`src/rtl/resa_pe_vec_if.sv`:
```
// Streaming datapath bundle of one ReSA PE: valid-tagged operand inputs,
// pass-through outputs and the partial-sum / drain lane.
interface resa_pe_vec_if #(
  parameter int unsigned DATA_WIDTH  = 16,
  parameter int unsigned ACCUM_WIDTH = 32,
  parameter int unsigned LANES       = 2
);
  localparam int unsigned VEC_WIDTH = LANES * DATA_WIDTH;

  logic                   in_valid;
  logic [VEC_WIDTH-1:0]   input_0;
  logic [ACCUM_WIDTH-1:0] input_1;
  logic [VEC_WIDTH-1:0]   input_2;
  logic [VEC_WIDTH-1:0]   output_0;
  logic [ACCUM_WIDTH-1:0] output_1;
  logic [VEC_WIDTH-1:0]   output_2;
  logic                   out_valid;
  logic                   psum_valid;

  modport master (
    output in_valid, input_0, input_1, input_2,
    input  output_0, output_1, output_2, out_valid, psum_valid
  );

  modport slave (
    input  in_valid, input_0, input_1, input_2,
    output output_0, output_1, output_2, out_valid, psum_valid
  );
endinterface

```
`src/rtl/resa_pe_vec.sv`:
```
// Reconfigurable systolic PE (WS/IS/OS) with a LANES-wide signed dot product,
// double-buffered stationary operand, optional saturation and OS drain chain.
module resa_pe_vec #(
  parameter int unsigned DATA_WIDTH  = 16,
  parameter int unsigned ACCUM_WIDTH = 32,
  parameter int unsigned LANES       = 2,
  parameter bit          SATURATE    = 1'b1
) (
  input  logic                        clk,
  input  logic                        rst,
  input  logic [1:0]                  dataflow_sel,
  input  logic                        preload_en,
  input  logic [LANES*DATA_WIDTH-1:0] preload_data,
  input  logic                        buf_swap,
  input  logic                        acc_clr,
  input  logic                        drain_en,
  resa_pe_vec_if.slave                pe,
  output logic                        sat_flag
);
  localparam int unsigned VEC_WIDTH = LANES * DATA_WIDTH;
  localparam int unsigned WIDE      = ACCUM_WIDTH + $clog2(LANES) + 1;
  localparam int unsigned PROD_W    = 2 * DATA_WIDTH;

  localparam logic signed [WIDE-1:0] SUM_MAX =
    signed'(WIDE'({1'b0, {(ACCUM_WIDTH-1){1'b1}}}));
  localparam logic signed [WIDE-1:0] SUM_MIN = ~SUM_MAX;

  typedef enum logic [1:0] {
    MODE_WS   = 2'b00,
    MODE_IS   = 2'b01,
    MODE_OS   = 2'b10,
    MODE_IDLE = 2'b11
  } mode_e;

  mode_e                  mode_q, mode_cur;
  logic [VEC_WIDTH-1:0]   shadow_q, shadow_d, active_q, active_d;
  logic [ACCUM_WIDTH-1:0] acc_q, acc_d;
  logic [VEC_WIDTH-1:0]   out0_q, out0_d, out2_q, out2_d;
  logic [ACCUM_WIDTH-1:0] out1_q, out1_d;
  logic                   ov_q, ov_d, pv_q, pv_d, sat_q, sat_d;

  logic [VEC_WIDTH-1:0]   mac_a;
  logic [ACCUM_WIDTH-1:0] mac_add, mac_res;
  logic                   mac_ovf, mode_chg;

  // Exact dot product plus addend at WIDE bits, then clamp or wrap; MSB = overflow.
  function automatic logic [ACCUM_WIDTH:0] mac_f(
    input logic [VEC_WIDTH-1:0]   a,
    input logic [VEC_WIDTH-1:0]   b,
    input logic [ACCUM_WIDTH-1:0] add
  );
    logic signed [WIDE-1:0]       s;
    logic signed [DATA_WIDTH-1:0] ai, bi;
    logic signed [PROD_W-1:0]     p;
    logic                         ovf;
    logic [ACCUM_WIDTH-1:0]       r;
    s = WIDE'(signed'(add));
    for (int unsigned i = 0; i < LANES; i++) begin
      ai = signed'(a[i*DATA_WIDTH +: DATA_WIDTH]);
      bi = signed'(b[i*DATA_WIDTH +: DATA_WIDTH]);
      p  = ai * bi;
      s  = s + WIDE'(p);
    end
    ovf = (s > SUM_MAX) || (s < SUM_MIN);
    if (ovf && SATURATE)
      r = s[WIDE-1] ? ACCUM_WIDTH'(SUM_MIN) : ACCUM_WIDTH'(SUM_MAX);
    else
      r = s[ACCUM_WIDTH-1:0];
    return {ovf, r};
  endfunction

  // Next-state and output computation for every register in the PE.
  always_comb begin
    mode_cur = mode_e'(dataflow_sel);
    mode_chg = (mode_cur != mode_q);
    mac_a    = (mode_cur == MODE_OS) ? pe.input_0 : active_q;
    mac_add  = (mode_cur == MODE_OS) ? acc_q : pe.input_1;
    {mac_ovf, mac_res} = mac_f(mac_a, pe.input_2, mac_add);

    shadow_d = shadow_q;
    active_d = active_q;
    acc_d    = acc_q;
    out0_d   = '0;
    out1_d   = '0;
    out2_d   = '0;
    ov_d     = 1'b0;
    pv_d     = 1'b0;
    sat_d    = sat_q;

    if (preload_en) shadow_d = preload_data;
    if (buf_swap)   active_d = shadow_q;

    case (mode_cur)
      MODE_WS, MODE_IS: begin
        ov_d   = pe.in_valid;
        out2_d = pe.in_valid ? pe.input_2 : '0;
        if (acc_clr) sat_d = 1'b0;
        if (acc_clr || mode_chg) acc_d = '0;
        if (pe.in_valid) begin
          out1_d = mac_res;
          pv_d   = 1'b1;
          if (mac_ovf) sat_d = 1'b1;
        end
      end
      MODE_OS: begin
        ov_d   = pe.in_valid;
        out0_d = pe.in_valid ? pe.input_0 : '0;
        out2_d = pe.in_valid ? pe.input_2 : '0;
        // Drain shifts the column; clear and mode change both drop the MAC.
        if (drain_en) begin
          out1_d = acc_q;
          pv_d   = 1'b1;
          acc_d  = pe.input_1;
        end else if (acc_clr || mode_chg) begin
          acc_d = '0;
          if (acc_clr) sat_d = 1'b0;
        end else if (pe.in_valid) begin
          acc_d = mac_res;
          if (mac_ovf) sat_d = 1'b1;
        end
      end
      default: begin
        if (acc_clr) sat_d = 1'b0;
        if (acc_clr || mode_chg) acc_d = '0;
      end
    endcase
  end

  always_ff @(posedge clk or posedge rst) begin
    if (rst) begin
      mode_q   <= MODE_WS;
      shadow_q <= '0;
      active_q <= '0;
      acc_q    <= '0;
      out0_q   <= '0;
      out1_q   <= '0;
      out2_q   <= '0;
      ov_q     <= 1'b0;
      pv_q     <= 1'b0;
      sat_q    <= 1'b0;
    end else begin
      mode_q   <= mode_cur;
      shadow_q <= shadow_d;
      active_q <= active_d;
      acc_q    <= acc_d;
      out0_q   <= out0_d;
      out1_q   <= out1_d;
      out2_q   <= out2_d;
      ov_q     <= ov_d;
      pv_q     <= pv_d;
      sat_q    <= sat_d;
    end
  end

  assign pe.output_0   = out0_q;
  assign pe.output_1   = out1_q;
  assign pe.output_2   = out2_q;
  assign pe.out_valid  = ov_q;
  assign pe.psum_valid = pv_q;
  assign sat_flag      = sat_q;
endmodule

```
`src/flat_wrapper.sv`:
```
// flat-port wrapper written by rule: the top's interface ports become plain ports
module resa_pe_vec_flat 
#(
  parameter int unsigned DATA_WIDTH  = 16,
  parameter int unsigned ACCUM_WIDTH = 32,
  parameter int unsigned LANES       = 2,
  parameter bit          SATURATE    = 1'b1
)
  (clk, rst, dataflow_sel, preload_en, preload_data, buf_swap, acc_clr, drain_en, sat_flag, pe_in_valid, pe_input_0, pe_input_1, pe_input_2, pe_output_0, pe_output_1, pe_output_2, pe_out_valid, pe_psum_valid);
  resa_pe_vec_if #(.DATA_WIDTH(DATA_WIDTH), .ACCUM_WIDTH(ACCUM_WIDTH), .LANES(LANES)) pe_i ();
  input  logic clk;
  input  logic rst;
  input  logic [1:0] dataflow_sel;
  input  logic preload_en;
  input  logic [LANES*DATA_WIDTH-1:0] preload_data;
  input  logic buf_swap;
  input  logic acc_clr;
  input  logic drain_en;
  output logic sat_flag;
  input wire logic [$bits(pe_i.in_valid)-1:0] pe_in_valid;
  input wire logic [$bits(pe_i.input_0)-1:0] pe_input_0;
  input wire logic [$bits(pe_i.input_1)-1:0] pe_input_1;
  input wire logic [$bits(pe_i.input_2)-1:0] pe_input_2;
  output wire logic [$bits(pe_i.output_0)-1:0] pe_output_0;
  output wire logic [$bits(pe_i.output_1)-1:0] pe_output_1;
  output wire logic [$bits(pe_i.output_2)-1:0] pe_output_2;
  output wire logic [$bits(pe_i.out_valid)-1:0] pe_out_valid;
  output wire logic [$bits(pe_i.psum_valid)-1:0] pe_psum_valid;
  assign pe_i.in_valid = pe_in_valid;
  assign pe_i.input_0 = pe_input_0;
  assign pe_i.input_1 = pe_input_1;
  assign pe_i.input_2 = pe_input_2;
  assign pe_output_0 = pe_i.output_0;
  assign pe_output_1 = pe_i.output_1;
  assign pe_output_2 = pe_i.output_2;
  assign pe_out_valid = pe_i.out_valid;
  assign pe_psum_valid = pe_i.psum_valid;
  resa_pe_vec #(.DATA_WIDTH(DATA_WIDTH), .ACCUM_WIDTH(ACCUM_WIDTH), .LANES(LANES), .SATURATE(SATURATE)) u_core (.clk(clk), .rst(rst), .dataflow_sel(dataflow_sel), .preload_en(preload_en), .preload_data(preload_data), .buf_swap(buf_swap), .acc_clr(acc_clr), .drain_en(drain_en), .pe(pe_i), .sat_flag(sat_flag));
endmodule
```
`config.mk`:
```
export PLATFORM = sky130hd
export DESIGN_NAME = resa_pe_vec_flat
export DESIGN_NICKNAME = d
export VERILOG_FILES = /design/src/rtl/resa_pe_vec_if.sv /design/src/rtl/resa_pe_vec.sv /design/src/flat_wrapper.sv
export SDC_FILE = /design/constraint.sdc
export NUM_CORES = 2
export LEC_CHECK = 0
export BUFFER_PORTS_ARGS = -buffer_cell sky130_fd_sc_hd__buf_2
export CORE_AREA = 3 3 236 238
export CTS_BUF_LIST = sky130_fd_sc_hd__clkbuf_16
export DETAILED_ROUTE_END_ITERATION = 6
export DIE_AREA = 0 0 239 241
export PLACE_DENSITY_LB_ADDON = 0.25
export SLEW_MARGIN = 5
export SYNTH_ARGS = -nofsm -noshare
export SYNTH_HDL_FRONTEND = slang
export SYNTH_SLANG_ARGS = --single-unit
```
`constraint.sdc`:
```
create_clock -name clk -period 15.3 [get_ports clk]
set_input_delay 0.765 -clock clk [delete_from_list [all_inputs] [get_ports clk]]
set_output_delay 0.765 -clock clk [all_outputs]
set_load 0.1 [all_outputs]
```
### Word-level counts from Yosys, hierarchy flattened

Cells that the tools add are included.

| word-level totals | value |
|---|---|
| output and inout port bits | 99 |
| bits in registers | 197 |
| logic and storage cells | 59 |
| input bits | 137 |

| operators by class | value |
|---|---|
| add/subtract/negate cells | 2 |
| muxes and demuxes | 28 |
| reductions and logical operators | 9 |
| magnitude comparators | 2 |
| eq/ne operators | 6 |
| $mul | 2 |

Operators with widths:

| operator | number |
|---|---|
| two-way mux 32 bit | 15 |
| multiplier 16 x 16 -> 32 bit | 2 |
| one-hot mux 32 bit (2 select lines) | 1 |
| adder 33 x 32 -> 34 bit | 1 |
| > comparator 34 x 32 -> 1 bit (second input constant) | 1 |
| less-than comparator 34 x 32 -> 1 bit (second input constant) | 1 |
| adder 32 x 32 -> 33 bit | 1 |
| two-way mux 1 bit | 10 |
| one-hot mux 1 bit (2 select lines) | 2 |
| != test 3 x 2 -> 1 bit (second input constant) | 1 |
| != test 3 bit (second input constant) | 1 |
| AND reduction 3 bit | 1 |
| nonzero test 3 bit | 1 |
| OR reduction 3 bit | 1 |
| equality test 2 x 1 -> 1 bit (second input constant) | 1 |
| equality test 2 bit (second input constant) | 1 |
| zero test 2 bit | 1 |
| logical OR 1 bit | 2 |
| != test 2 bit | 1 |
| != test 2 bit (second input constant) | 1 |
| AND reduction 2 bit | 1 |
| nonzero test 2 bit | 1 |
| OR reduction 2 bit | 1 |

### Logic depth before layout (Yosys ltp)

| logic depth | value |
|---|---|
| depth in word-level cells | 12 |
| mapped depth | 35 |
| gate-level depth less buffers | 30 |

### Worst setup path after synthesis

OpenSTA, ideal clock, no wires.

| path | value |
|---|---|
| path type | input port to flip-flop |
| from | input dataflow_sel[1] |
| to | register u_core.acc_q[14] |
| stages on the path | 32 |
| path slack | 5.921 ns |
| data arrival time | 9.246 ns |
| required time | 15.167 ns |
| buffers on the path | 3 |
| library setup time | 0.133 ns |
| cell sequence | inv_1 -> nor2_1 -> clkbuf_1 -> mux2_2 -> clkbuf_1 -> nand2_1 -> inv_1 -> fa_1 -> inv_1 -> fa_1 -> inv_1 -> fa_1 -> inv_1 -> fa_1 -> fa_1 -> inv_1 -> fa_1 -> fa_1 -> inv_1 -> fa_1 -> inv_1 -> ha_1 -> clkbuf_1 -> nand3_1 -> a2111oi_2 -> o31ai_1 -> a211o_1 -> and2_4 -> a211oi_2 -> o21ai_2 -> a2111oi_2 -> o21ai_1 |

| on the way | value |
|---|---|
| cells in the longest elaborated chain, start to end | 12 |
| elaborated cells between the ends (all ways) | 21 |
| those cells by class | add/sub (2); mul (2); order compare (2); eq/ne (2); mux (8); reduce/logical (5) |

RTL lines:

| item | line | source |
|---|---|---|
| start: declaration | flat_wrapper.sv:13 | `input logic [1:0] dataflow_sel;` |
| equality test 2 bit | resa_pe_vec.sv:76, resa_pe_vec.sv:77, resa_pe_vec.sv:93 |  |
| two-way mux 32 bit | resa_pe_vec.sv:76 | `mac_a = (mode_cur == MODE_OS) ? pe.input_0 : active_q;` |
| multiplier 16 x 16 -> 32 bit | resa_pe_vec.sv:61 | `p = ai * bi;` |
| adder 32 x 32 -> 33 bit | resa_pe_vec.sv:62 | `s = s + WIDE'(p);` |
| adder 33 x 32 -> 34 bit | resa_pe_vec.sv:62 |  |
| > comparator 34 x 32 -> 1 bit / less-than comparator 34 x 32 -> 1 bit (equally long branches) | resa_pe_vec.sv:64 | `ovf = (s > SUM_MAX) \|\| (s < SUM_MIN);` |
| logical OR 1 bit | resa_pe_vec.sv:64 |  |
| two-way mux 32 bit | resa_pe_vec.sv:65 | `if (ovf && SATURATE)` |
| two-way mux 32 bit | resa_pe_vec.sv:117 | `end else if (pe.in_valid) begin` |
| two-way mux 32 bit | resa_pe_vec.sv:114 | `end else if (acc_clr \|\| mode_chg) begin` |
| two-way mux 32 bit | resa_pe_vec.sv:110 | `if (drain_en) begin` |
| two-way mux 32 bit | -- |  |
| end signal: assignment | resa_pe_vec.sv:134 | `acc_q <= '0;` |
| end signal: assignment | resa_pe_vec.sv:145 | `acc_q <= acc_d;` |
| end: declaration | resa_pe_vec.sv:37 | `logic [ACCUM_WIDTH-1:0] acc_q, acc_d;` |

Parallel ways exist; a longest one is shown, timed or not. The select of a mux whose other input is x is not followed.
A chain may end at the register's enable or synchronous reset.

### Final worst setup path

| path | value |
|---|---|
| from | input dataflow_sel[1] |
| to | register u_core.out1_q[0] (netlist: u_core.pe.output_1[0]) |

| on the way | value |
|---|---|
| cells in the longest elaborated chain, start to end | 10 |
| elaborated cells between the ends (all ways) | 17 |
| those cells by class | add/sub (2); mul (2); order compare (2); eq/ne (2); mux (6); reduce/logical (3) |

RTL lines:

| item | line | source |
|---|---|---|
| equality test 2 bit | resa_pe_vec.sv:76, resa_pe_vec.sv:77, resa_pe_vec.sv:93 |  |
| two-way mux 32 bit | resa_pe_vec.sv:76 |  |
| multiplier 16 x 16 -> 32 bit | resa_pe_vec.sv:61 |  |
| adder 32 x 32 -> 33 bit | resa_pe_vec.sv:62 |  |
| adder 33 x 32 -> 34 bit | resa_pe_vec.sv:62 |  |
| > comparator 34 x 32 -> 1 bit / less-than comparator 34 x 32 -> 1 bit (equally long branches) | resa_pe_vec.sv:64 |  |
| logical OR 1 bit | resa_pe_vec.sv:64 |  |
| two-way mux 32 bit | resa_pe_vec.sv:65 |  |
| two-way mux 32 bit | resa_pe_vec.sv:99 | `if (pe.in_valid) begin` |
| one-hot mux 32 bit (2 select lines) * | resa_pe_vec.sv:93 | `case (mode_cur)` |
| named net u_core.out1_d[0] | resa_pe_vec.sv:39 | `logic [ACCUM_WIDTH-1:0] out1_q, out1_d;` |
| end signal: assignment | resa_pe_vec.sv:147 | `out1_q <= out1_d;` |
| end: declaration | resa_pe_vec.sv:39 |  |

The timed path passes the listed nets; every way through them passes the cells marked *.

==> results.sh <==
export IMPL_post_cts_buffers=0
export IMPL_drt_wl_total_um=74620
export IMPL_cts_root_buffer="clkbuf_16"
export IMPL_core_area_mm2=0.05381
export IMPL_drv_slew=0
export IMPL_slew_headroom=0.2528
export IMPL_setup_viol=0
export IMPL_dp_hpwl_um=62630
export IMPL_grt_use_total=0.2783
export IMPL_cp_slowest_cell="buf_4"
export IMPL_clock_sinks=197
export IMPL_synthArstFlopShare=1.000
export IMPL_skew_ps=14.28
export IMPL_synth_area_mm2=0.02941
export IMPL_final_common_cell="inv_1"
export IMPL_numCtsBuffers=17
export IMPL_via_count=20190
export IMPL_via_per_inst=5.396
export IMPL_drcViolationCount=0
export IMPL_drive_above_1_share=0.1304
export IMPL_hold_violations=0
export IMPL_gp_congestion=0.9212
export IMPL_max_cap_violations=0
export IMPL_fp_dieH_um=241
export IMPL_max_freq_mhz=95.05
export IMPL_fin_setup_tns_ps=0
export IMPL_ctsResizeCount=0
export IMPL_clk_pin_slew_worst_paths_ps=90
export IMPL_finalNetCount=3954
export IMPL_area_delta_synth_final_pct=7.678
export IMPL_first_pass_iters=6
export IMPL_crit_required_ps=15680
export IMPL_num_fill_cells=4536
export IMPL_grt_pass1_vias=22430
export IMPL_syn_area_per_cell_um2=10.16
export IMPL_start_util=0.5466
export IMPL_seq_area_frac_synth=0.1676
export IMPL_grt_antenna_before_repair=3
export IMPL_synthCells=2896
export IMPL_finalCriticalPeriod_ps=10520
export IMPL_yosysWarningCount=0
export IMPL_die_w_um=239
export IMPL_grt_pass1_wl_um=123200
export IMPL_critPathKind="input port to register"
export IMPL_dieArea_mm2=0.05760
export IMPL_synth_main_ff_cell="dfrtp_1"
export IMPL_rsz0062_at_grt="false"
export IMPL_startpoint_type="input port"
export IMPL_portBuffers=235
export IMPL_drt_iter0_drc=1287
export IMPL_hold_buffers=0
export IMPL_grt_overflow=0
export IMPL_hold_class="input port to asynchronous set/reset pin"
export IMPL_status="completed"
export IMPL_critPathLaunch="dataflow_sel[1]"
export IMPL_wl_per_cell_um=19.94
export IMPL_antenna_left=0
export IMPL_clock_path_buffers=2
export IMPL_crit_path_max_incr_delay_ps=690
export IMPL_cp_arrival_ps=10900
export IMPL_synth_seq_cells=197
export IMPL_min_period_over_period=0.6876
export IMPL_cts_tree="yes"
export IMPL_synth_fp_nets=3819
export IMPL_synth_cell_types=63
export IMPL_cp_common_cell="fa_1"
export IMPL_insertion_delay_ps=490
export IMPL_mostFrequentLayoutCells="674 x inv_1, 648 x fa_1, 317 x nand2_1"
export IMPL_tightest_slew_ps=1118
export IMPL_cts_max_level=4
export IMPL_r2r_start="u_core.active_q[31]$_DFFE_PP0P_"
export IMPL_fp_row_count=85
export IMPL_grt_max_degree=130
export IMPL_boundaryPins=236
export IMPL_synth_edf_count=0
export IMPL_worst_path_max_fanout=62
export IMPL_cp_end_kind="register"
-- cell type report --
class,count,area (µm²),area share
multi-input combinational,1896,21470,0.6778
sequential,197,4930,0.1556
timing repair buffer,244,1244,0.03927
inverter,675,2541,0.08023
antenna,2,5.005,0.0001580
clock inverter,15,188.9,0.005965
clock buffer,17,425.4,0.01343
tap,696,870.8,0.02749
-- Yosys cell counts, types with 11 or more instances --
master,number,area share
clkbuf_1,103,0.013
nand2_1,317,0.040
buf_1,11,0.0014
xnor2_1,26,0.0077
mux2_2,97,0.037
nor2b_1,13,0.0028
o21ai_0,45,0.0077
dfrtp_1,197,0.17
mux2i_1,31,0.011
and3_1,34,0.0072
a22oi_1,33,0.0084
and2_1,257,0.055
nor2_1,40,0.0051
nand3_1,13,0.0022
o21ai_1,42,0.0071
inv_1,675,0.086
ha_1,138,0.059
fa_1,648,0.44
a21oi_1,57,0.0097
xor2_1,12,0.0036
-- layer usage --
layer  wire length, µm  vias up  global-route usage
met5                13        -                   0
met4              1595        2             0.07733
met3              5987      110             0.05314
met2             35240      820              0.4455
met1             31780    10400              0.3943
li1                  -     8865                   -
-- logic make-up (layout without fill, tap and decap cells) --
kind of cell / Yosys count / count (layout) / synth area share
other: 0 / 2 / 0
xor gates and xnor gates: 38 / 38 / 0.01131
DFF: 197 / 197 / 0.1676
buffers and inverters: 803 / 951 / 0.1035
and+or+nand+nor: 709 / 709 / 0.1202
AOI/OAI and AO/OA: 235 / 235 / 0.05002
adders and majority gates: 786 / 786 / 0.4997
muxes: 128 / 128 / 0.04768
-- worst paths after layout --
check                                                        to  slack, ps  cells past startpoint
worst max-delay path            u_core.pe.output_1[0]$_DFF_PP0_       4780                     30
worst min-delay path            u_core.pe.output_0[5]$_DFF_PP0_        430                      2
worst max register to register  u_core.pe.output_1[0]$_DFF_PP0_       5770                     25
worst min register to register      u_core.sat_flag$_DFFE_PP0P_        490                      2
max in group asynchronous           u_core.acc_q[6]$_DFFE_PP0P_      13340                      3
min in group clk                     u_core.mode_q[1]$_DFF_PP0_        470                      1
-- worst max-delay path: cells and delay by family --
kind | cells | cell delay, ps
mux | 1 | 600
simple gates | 5 | 1190
buf+inv | 9 | 1820
fa+ha+maj | 9 | 4460
compound gates | 6 | 1990
-- stage by stage --
stage | hold slack, ps | instance area [µm²] | cells | worst slack, ps | util
floorplan | 464.9 | 29410 | 2896 | 5921 | -
global placement | 471.0 | 31050 | 3708 | 4541 | 0.5771
detailed placement | 475.8 | 31050 | 3708 | 4263 | 0.5771
CTS | 415.7 | 31670 | 3740 | 4794 | 0.5885
global route | 450.5 | 31670 | 3742 | 4092 | 0.5886
finish | 428.5 | 31670 | 3742 | 4779 | 0.5886
-- sequential cells by signal, indices dropped and copies added, names as in the netlist --
signal / flops
u_core.acc_q: 32
u_core.active_q: 32
u_core.mode_q: 2
u_core.pe.out_valid: 1
u_core.pe.output_0: 32
u_core.pe.output_1: 32
u_core.pe.output_2: 32
u_core.pe.psum_valid: 1
u_core.sat_flag: 1
u_core.shadow_q: 32
Power is left out: the tool's default activity adds up to more than one toggle a clock period on the data nets, which glitch-free logic cannot reach.
